## config.mk

```make
export PLATFORM = sky130hd
export DESIGN_NAME = key_pulse_gen
export DESIGN_NICKNAME = d
export VERILOG_FILES = /design/src/rtl/key_pulse_gen_pkg.sv /design/src/rtl/key_pulse_gen_tick_gen.sv /design/src/rtl/key_pulse_gen.sv
export SDC_FILE = /design/constraint.sdc
export NUM_CORES = 1
export LEC_CHECK = 0
export CORE_MARGIN = 3
export CORE_UTILIZATION = 55
export CTS_CLUSTER_SIZE = 28
export DETAILED_ROUTE_END_ITERATION = 10
export PLACE_DENSITY = 0.77
export SLEW_MARGIN = 20
export SYNTH_ARGS = -nofsm -noshare
export SYNTH_HDL_FRONTEND = slang
export SYNTH_SLANG_ARGS = --single-unit
```

## constraint.sdc

```tcl
create_clock -name clock -period 2.4 [get_ports clock]
set_input_delay 0.6 -clock clock [delete_from_list [all_inputs] [get_ports clock]]
set_output_delay 0.6 -clock clock [all_outputs]
set_load 0.05 [all_outputs]
```

## src/rtl/key_pulse_gen_pkg.sv

```systemverilog
`default_nettype none
// ============================================================================
// Module      : key_pulse_gen_pkg
// Description : State encodings and helpers shared by the set-mode key FSMs.
// Revision    : 1.0  initial release
// ============================================================================
package key_pulse_gen_pkg;

  // Binary 3-bit state encoding, shared with the other set-mode FSMs
  typedef enum logic [2:0] {
    ST_IDLE       = 3'd0,
    ST_PRESS_DB   = 3'd1,
    ST_HELD       = 3'd2,
    ST_REPEAT     = 3'd3,
    ST_RELEASE_DB = 3'd4
  } kp_state_e;

  // The debounced level is high from acceptance of a press until the
  // release has been confirmed.
  function automatic logic state_is_pressed(input kp_state_e s);
    return (s == ST_HELD) || (s == ST_REPEAT) || (s == ST_RELEASE_DB);
  endfunction

endpackage
`default_nettype wire

```

## src/rtl/key_pulse_gen_tick_gen.sv

```systemverilog
`default_nettype none
// ============================================================================
// Module      : key_pulse_gen_tick_gen
// Description : Free-running prescaler; one-cycle tick every TICK_DIV clocks.
// Revision    : 1.0  initial release
// ============================================================================
module key_pulse_gen_tick_gen #(
  parameter int TICK_DIV  = 50000,
  parameter int CNT_WIDTH = 16
) (
  input  logic clock,
  input  logic reset,
  output logic tick
);

  localparam logic [CNT_WIDTH-1:0] C_LAST = CNT_WIDTH'(TICK_DIV - 1);
  localparam logic [CNT_WIDTH-1:0] C_ONE  = CNT_WIDTH'(1);

  logic [CNT_WIDTH-1:0] count_q;
  logic [CNT_WIDTH-1:0] count_d;

  // Tick is decoded from the registered count, so it is glitch-free
  assign tick = (count_q == C_LAST);

  // Next count: wrap to zero after the last value of the period
  always_comb begin
    count_d = count_q + C_ONE;
    if (count_q == C_LAST) begin
      count_d = '0;
    end
  end

  // Prescaler register, cleared by reset
  always_ff @(posedge clock) begin
    if (reset) begin
      count_q <= '0;
    end else begin
      count_q <= count_d;
    end
  end

endmodule
`default_nettype wire

```

## src/rtl/key_pulse_gen.sv

```systemverilog
`default_nettype none
// ============================================================================
// Module      : key_pulse_gen
// Description : Debounced push-button to single-clock increment pulses with
//               hold-delayed auto-repeat.
// Revision    : 1.0  initial release
// ============================================================================
module key_pulse_gen
  import key_pulse_gen_pkg::*;
#(
  parameter int TICK_DIV       = 50000,
  parameter int DEBOUNCE_TICKS = 20,
  parameter int HOLD_TICKS     = 800,
  parameter int REPEAT_TICKS   = 200,
  parameter int CNT_WIDTH      = 16
) (
  input  logic clock,
  input  logic reset,
  input  logic key_n,
  output logic pulse,
  output logic pressed
);

  localparam logic [CNT_WIDTH-1:0] C_DEBOUNCE = CNT_WIDTH'(DEBOUNCE_TICKS);
  localparam logic [CNT_WIDTH-1:0] C_HOLD     = CNT_WIDTH'(HOLD_TICKS);
  localparam logic [CNT_WIDTH-1:0] C_REPEAT   = CNT_WIDTH'(REPEAT_TICKS);
  localparam logic [CNT_WIDTH-1:0] C_ONE      = CNT_WIDTH'(1);

  logic                 sync1_q;
  logic                 sync2_q;
  logic                 w_key;
  logic                 w_tick;
  logic [CNT_WIDTH-1:0] w_timer_inc;

  kp_state_e            state_q,   state_d;
  logic [CNT_WIDTH-1:0] timer_q,   timer_d;
  logic                 pulse_q,   pulse_d;
  logic                 pressed_q, pressed_d;

  key_pulse_gen_tick_gen #(
    .TICK_DIV  (TICK_DIV),
    .CNT_WIDTH (CNT_WIDTH)
  ) u_tick_gen (
    .clock (clock),
    .reset (reset),
    .tick  (w_tick)
  );

  // Two-flop synchronizer for the asynchronous pin; idles at released (1)
  always_ff @(posedge clock) begin
    if (reset) begin
      sync1_q <= 1'b1;
      sync2_q <= 1'b1;
    end else begin
      sync1_q <= key_n;
      sync2_q <= sync1_q;
    end
  end

  assign w_key       = ~sync2_q;
  assign w_timer_inc = timer_q + C_ONE;

  // Next-state logic: a key change always takes priority over a tick in
  // the same cycle, so that tick is dropped and no pulse can be issued.
  always_comb begin
    state_d = state_q;
    timer_d = timer_q;
    pulse_d = 1'b0;
    unique case (state_q)
      ST_IDLE: begin
        if (w_key) begin
          state_d = ST_PRESS_DB;
          timer_d = '0;
        end
      end
      ST_PRESS_DB: begin
        if (!w_key) begin
          state_d = ST_IDLE;
          timer_d = '0;
        end else if (w_tick) begin
          if (w_timer_inc == C_DEBOUNCE) begin
            state_d = ST_HELD;
            timer_d = '0;
            pulse_d = 1'b1;
          end else begin
            timer_d = w_timer_inc;
          end
        end
      end
      ST_HELD: begin
        if (!w_key) begin
          state_d = ST_RELEASE_DB;
          timer_d = '0;
        end else if (w_tick) begin
          if (w_timer_inc == C_HOLD) begin
            state_d = ST_REPEAT;
            timer_d = '0;
            pulse_d = 1'b1;
          end else begin
            timer_d = w_timer_inc;
          end
        end
      end
      ST_REPEAT: begin
        if (!w_key) begin
          state_d = ST_RELEASE_DB;
          timer_d = '0;
        end else if (w_tick) begin
          if (w_timer_inc == C_REPEAT) begin
            timer_d = '0;
            pulse_d = 1'b1;
          end else begin
            timer_d = w_timer_inc;
          end
        end
      end
      ST_RELEASE_DB: begin
        // A short return to pressed is a glitch: go back to HELD and
        // restart the hold delay rather than repeating immediately.
        if (w_key) begin
          state_d = ST_HELD;
          timer_d = '0;
        end else if (w_tick) begin
          if (w_timer_inc == C_DEBOUNCE) begin
            state_d = ST_IDLE;
            timer_d = '0;
          end else begin
            timer_d = w_timer_inc;
          end
        end
      end
      default: begin
        state_d = ST_IDLE;
        timer_d = '0;
      end
    endcase
    pressed_d = state_is_pressed(state_d);
  end

  // FSM, timer and registered outputs; reset drops any pending pulse
  always_ff @(posedge clock) begin
    if (reset) begin
      state_q   <= ST_IDLE;
      timer_q   <= '0;
      pulse_q   <= 1'b0;
      pressed_q <= 1'b0;
    end else begin
      state_q   <= state_d;
      timer_q   <= timer_d;
      pulse_q   <= pulse_d;
      pressed_q <= pressed_d;
    end
  end

  assign pulse   = pulse_q;
  assign pressed = pressed_q;

endmodule
`default_nettype wire

```

======== Word level (Yosys, flattened, before mapping) ========
Cells that the tools add are included.
W data, S select, Z words.
word-level totals
  register bits ........................... 39
  input port bits ......................... 3
operators by class
  add/sub/neg operators ................... 2
  eq/ne operators ......................... 14
  muxes and demuxes ....................... 34
  reduce and logical (&&, ||, !) cells .... 5
operator list
  cell                     number
  $mux W16                 11
  $pmux W16 S5             1
  $mux W3                  11
  $add A16 B1 Y16 const B  2
  $eq A16 B10 Y1 const B   1
  $eq A16 B16 Y1 const B   1
  $eq A16 B5 Y1 const B    1
  $eq A16 B8 Y1 const B    1
  $pmux W3 S5              1
  $eq A3 B2 Y1 const B     4
  $mux W1                  9
  $eq A3 B3 Y1 const B     2
  $ne A3 B2 Y1 const B     2
  $eq A3 B1 Y1 const B     1
  $logic_not A3 Y1         1
  $pmux W1 S3              1
  $reduce_and A3 Y1        1
  $logic_or A1 B1 Y1       2
  $ne A2 B2 Y1 const B     1
  $reduce_or A2 Y1         1

======== Logic depth before layout (Yosys ltp) ========
  depth after elaboration ................. 9
  mapped depth ............................ 11
  depth with buffers taken out ............ 9

======== Modules after synthesis ========
From an unflattened synthesis, not the netlist that was laid out.
unflattened totals
  cell total of the unflattened synthesis .. 281
  area total of the unflattened synthesis .. 2,332.2 sq um
modules (own cells, without submodules)
  module                  times used  cells an instance  area each (sq um)  sequential area each (sq um)
  key_pulse_gen           1           199                1,559.0            460.4
  key_pulse_gen_tick_gen  1           82                 773.2              320.3

======== Worst setup path after synthesis ========
No wires, ideal clock.
  path type ............................... register to register
  from .................................... reg timer_q[0]
  to ...................................... reg timer_q[4]
  library setup time ...................... 0.126 ns
  data arrival time ....................... 2.335 ns
  data required time ...................... 2.274 ns
  slack ................................... -0.062 ns
  stages on the path, launching flop included .. 11
  path buffers ............................ 2
  clock period less this slack ............ 2.462 ns
  path through ............................ dfxtp_1 > ha_1 > buf_2 > o41ai_1 > a21oi_1 > or3b_1 > o32ai_4 > a21oi_4 > buf_6 > o311ai_2 > o21ai_1
on the way
  cells in the longest elaborated chain, start to end .. 6
  elaborated cells on any way between the ends .. 15
  classes of those cells .................. 1 x add/sub; 3 x eq/ne; 11 x mux
RTL lines
  item                                         line                                                            RTL
  from (decl)                                  key_pulse_gen.sv:36                                             logic [CNT_WIDTH-1:0] timer_q, timer_d;
  from (signal assigned)                       key_pulse_gen.sv:149                                            timer_q <= timer_d;
  $add A16 B1 Y16 *                            key_pulse_gen.sv:61                                             assign w_timer_inc = timer_q + C_ONE;
  $eq A16 B5 Y1, or another cell as far along  key_pulse_gen.sv:81, key_pulse_gen.sv:124
  $mux W16 (on tied branches)                  n/a
  $mux W16 (on tied branches)                  key_pulse_gen.sv:80, key_pulse_gen.sv:94, key_pulse_gen.sv:108
  $mux W16 (on tied branches)                  n/a
  $pmux W16 S5 *                               key_pulse_gen.sv:69                                             unique case (state_q)
Mark *: on every way between the ends. The rest lies on a longest branch, timed or not. The select of a mux whose other input is x is not followed.
A chain may end at the register's enable or synchronous reset.

======== Worst setup path after layout ========
Same ends and word-level chain as after synthesis.

==> metrics.txt <==
status=complete, but fails checks; failing checks=setup timing; Worst path max stage delay=0.46 ns; Worst R2R Path Depth=10; total CTS buffers=5; RSZ-0062 raised after global routing=true; HPWL Detailed=5320 µm; Tmin final=between 2 and 2.5 ns; Hold Path Stages=1; CP Data Required Time=roughly 2.6 ns; 1st-iter DRT viols=232; Buf/Inv on CP=2; n_diodes=0; CTS Sinks=39; synth-to-layout area growth=28.6%; worst path arrival time=2.62 ns; Chip Width=74.3 µm; CP top delay family=compound AO/OA/AOI/OAI gates; Core ar.=roughly 4400 µm²; TritonCTS clock tree=yes; DRT Pass-1 Iters=4; H-tree Lvls=2; dpl cells=419; Final period util=102%; final setup TNS=-0.0579 ns; Cell Pwr Density=368 nW/µm²; clk_lat worst skew=0.30 ns; total number of vias=2676; highest-delay cell along the critical path=o41a_1; first-pass GRT wire length=11800 µm; DRC=0; Starting Density=58.1%; Max Clk Rate=409 MHz; global route overflow=0; Die Y-Extent=74.3 µm; sequential fraction of the synthesis area=30.5%; max_slew headroom=66.5%; Final Power=between 1000 and 1500 µW; Async SR Flop Fraction=0%; wire per inst=16.7 µm; clk slew on worst S/H paths=around 0.090 ns; Final #Nets=approximately 380; I/O pins=5; max_cap viols=0; CP Class=flip-flop to flip-flop; Antenna Nets Post-Route=0; routability cong.=0.991; Worst setup EP type=flip-flop; Setup WS pre-CTS=-0.103 ns; slack of the critical path=-0.0446 ns; Root Buffer Master=clkbuf_8; Most used DFF post-synth=dfxtp_1; hold_buf cts=0; vias in the first global route=2519; final core occ=74.7%; Post-Synthesis Cells=around 330; Clock Skews=between 0.009 and 0.01 ns; path type of the worst min-delay path=flip-flop to flip-flop; Max Transition Viols Final=0; worst-path cell chain=ha_4, and4_4, and2_4, o41a_1, o32ai_4, a21oi_4, buf_6, nor2_2, buf_4, o21ai_1; layout cell share with drive strength beyond 1=32.4%; largest net degree at the start of global routing=16; Mapped Area=2560 µm²; endpoints failing setup=2; Post-synth EDFFs=0; worst-margin pin slew=0.498 ns; Total GRT Usage=27.9%; Netlist cell types=65; Max VDD drop=between 0.3 and 0.4 mV; ranking of synthesized cells by area=dfxtp_1 (30%), nor2_1 (4.5%), a21oi_1 (4.5%), nand2_1 (4.1%), a211oi_1 (3.5%); crit start category=flip-flop; Crit path depth=10; Synth warnings=0; final std cells w/o fill=429; P_leak=0.00120 µW; maximum clock path buffer count=2; #FFs+latches synth=39; WL final=between 7000 and 8000 µm; mean post-synth cell area=7.84 µm²; initial antenna violation count=0; Synth top area share=30.5%; Site Rows=24; fillers=338; syn nets=333; Yosys top cell by area=dfxtp_1; I/O Buffers=4; final hold viol count=0; critical path fanouts, max=8; drt via density=6.24; die area=5520 µm²
-- power by group --
part,switching [µW],total [µW],internal (µW),leakage [µW]
clock network,264,472,208,0.0000408
logic,43.7,78.1,34.4,0.000842
registers,7.98,661,653,0.000320
-- repair_timing --
item / in CTS / in global routing
setup buffers: 0 / 2
pin swaps: 4 / 22
endpoints found under the setup margin: 14 / 17
resized for setup: 13 / 31
-- placed cells by master, fill, tap and decap left out, types with 3 or more instances in the layout --
master / netlist / final
clkdlybuf4s50_1: 0 / 4
xnor2_1: 7 / 7
or3_1: 8 / 8
o211ai_1: 6 / 6
inv_1: 15 / 14
or2_2: 6 / 6
nand2_1: 28 / 27
nor3_2: 2 / 3
clkbuf_8: 0 / 5
buf_12: 0 / 3
nor3_1: 9 / 7
o21ai_1: 2 / 4
a21o_1: 3 / 3
nand3_1: 14 / 13
a21oi_1: 23 / 22
buf_4: 2 / 51
a211oi_1: 12 / 9
dfxtp_1: 39 / 31
o21ai_0: 17 / 14
nor2_2: 2 / 4
and3_1: 9 / 8
buf_6: 1 / 3
a31oi_1: 5 / 5
nor2_1: 31 / 29
dfxtp_2: 0 / 7
nand4_1: 4 / 4
xor2_1: 9 / 9
-- logic make-up (layout without fill, tap and decap cells) --
| kind of cell | after synthesis | count (layout) | synth area share [%] |
|---|---|---|---|
| DFF | 39 | 39 | 30.5 |
| and+or+nand+nor | 140 | 140 | 29.8 |
| buffers and inverters | 34 | 84 | 6.10 |
| xor gates and xnor gates | 16 | 16 | 5.47 |
| AOI/OAI and AO/OA | 95 | 95 | 26.7 |
| adders and majority gates | 3 | 3 | 1.46 |
-- area by class of cell --
cell class | count | area (µm²) | area share (%)
Multi-Input combinational cell | 254 | 1770 | 53.8
Clock inverter | 3 | 23.8 | 0.721
Timing Repair Buffer | 61 | 517 | 15.7
Tap cell | 52 | 65.1 | 1.97
Clock buffer | 5 | 68.8 | 2.09
Inverter | 15 | 56.3 | 1.71
Sequential cell | 39 | 793 | 24.1
-- final timing paths --
path                           start  slack (ns)                 endpoint
max          timer_q[0]$_SDFFE_PP0P_       -0.04  timer_q[4]$_SDFFE_PP0P_
min               sync1_q$_SDFF_PP1_        0.42       sync2_q$_SDFF_PP1_
max reg2reg  timer_q[0]$_SDFFE_PP0P_       -0.04  timer_q[4]$_SDFFE_PP0P_
min reg2reg       sync1_q$_SDFF_PP1_        0.42       sync2_q$_SDFF_PP1_
-- per-layer routing --
metal	GRT usage (%)	up-vias	share of wire, %
li1	-	1301	-
met2	46.8	90	47
met3	5.14	27	5.4
met4	10.5	0	4.2
met5	0	-	0
met1	35.6	1258	43
-- registers in the layout, summed over array words and instances, names as in the netlist --
name                cells
pulse                   1
pressed                 1
sync1_q                 1
timer_q                16
sync2_q                 1
u_tick_gen.count_q     16
state_q                 3
-- Yosys cell counts, drive strengths merged (4+ instances only) --
master / number
xnor2: 7
a21oi: 24
buf: 12
xor2: 9
or2: 6
or3: 9
a31oi: 5
nand3: 14
o21ai: 19
nor2: 33
o211ai: 6
inv: 15
and2: 4
nand2: 29
and4: 4
nand4: 5
and3: 10
clkbuf: 7
dfxtp: 39
nor3: 11
a211oi: 12
-- through the flow --
step                      hold slack [ns]  cell area (µm²)
after floorplan                     0.389             2570
after global placement              0.393             3020
after detailed placement            0.398             3020
after CTS                           0.420             3160
after global routing                0.434             3300
final                               0.417             3300
-- worst reg2reg max path, delay by kind of cell, from the launching register on --
| family | cells | cell delay [ns] |
|---|---|---|
| AO/OA/AOI/OAI | 4 | 0.98 |
| adder cells (fa/ha/maj) | 1 | 0.19 |
| buffers and inverters | 2 | 0.29 |
| flip-flops | 1 | 0.35 |
| AND/OR/NAND/NOR | 3 | 0.50 |
(Power assumes the default switching activity.)
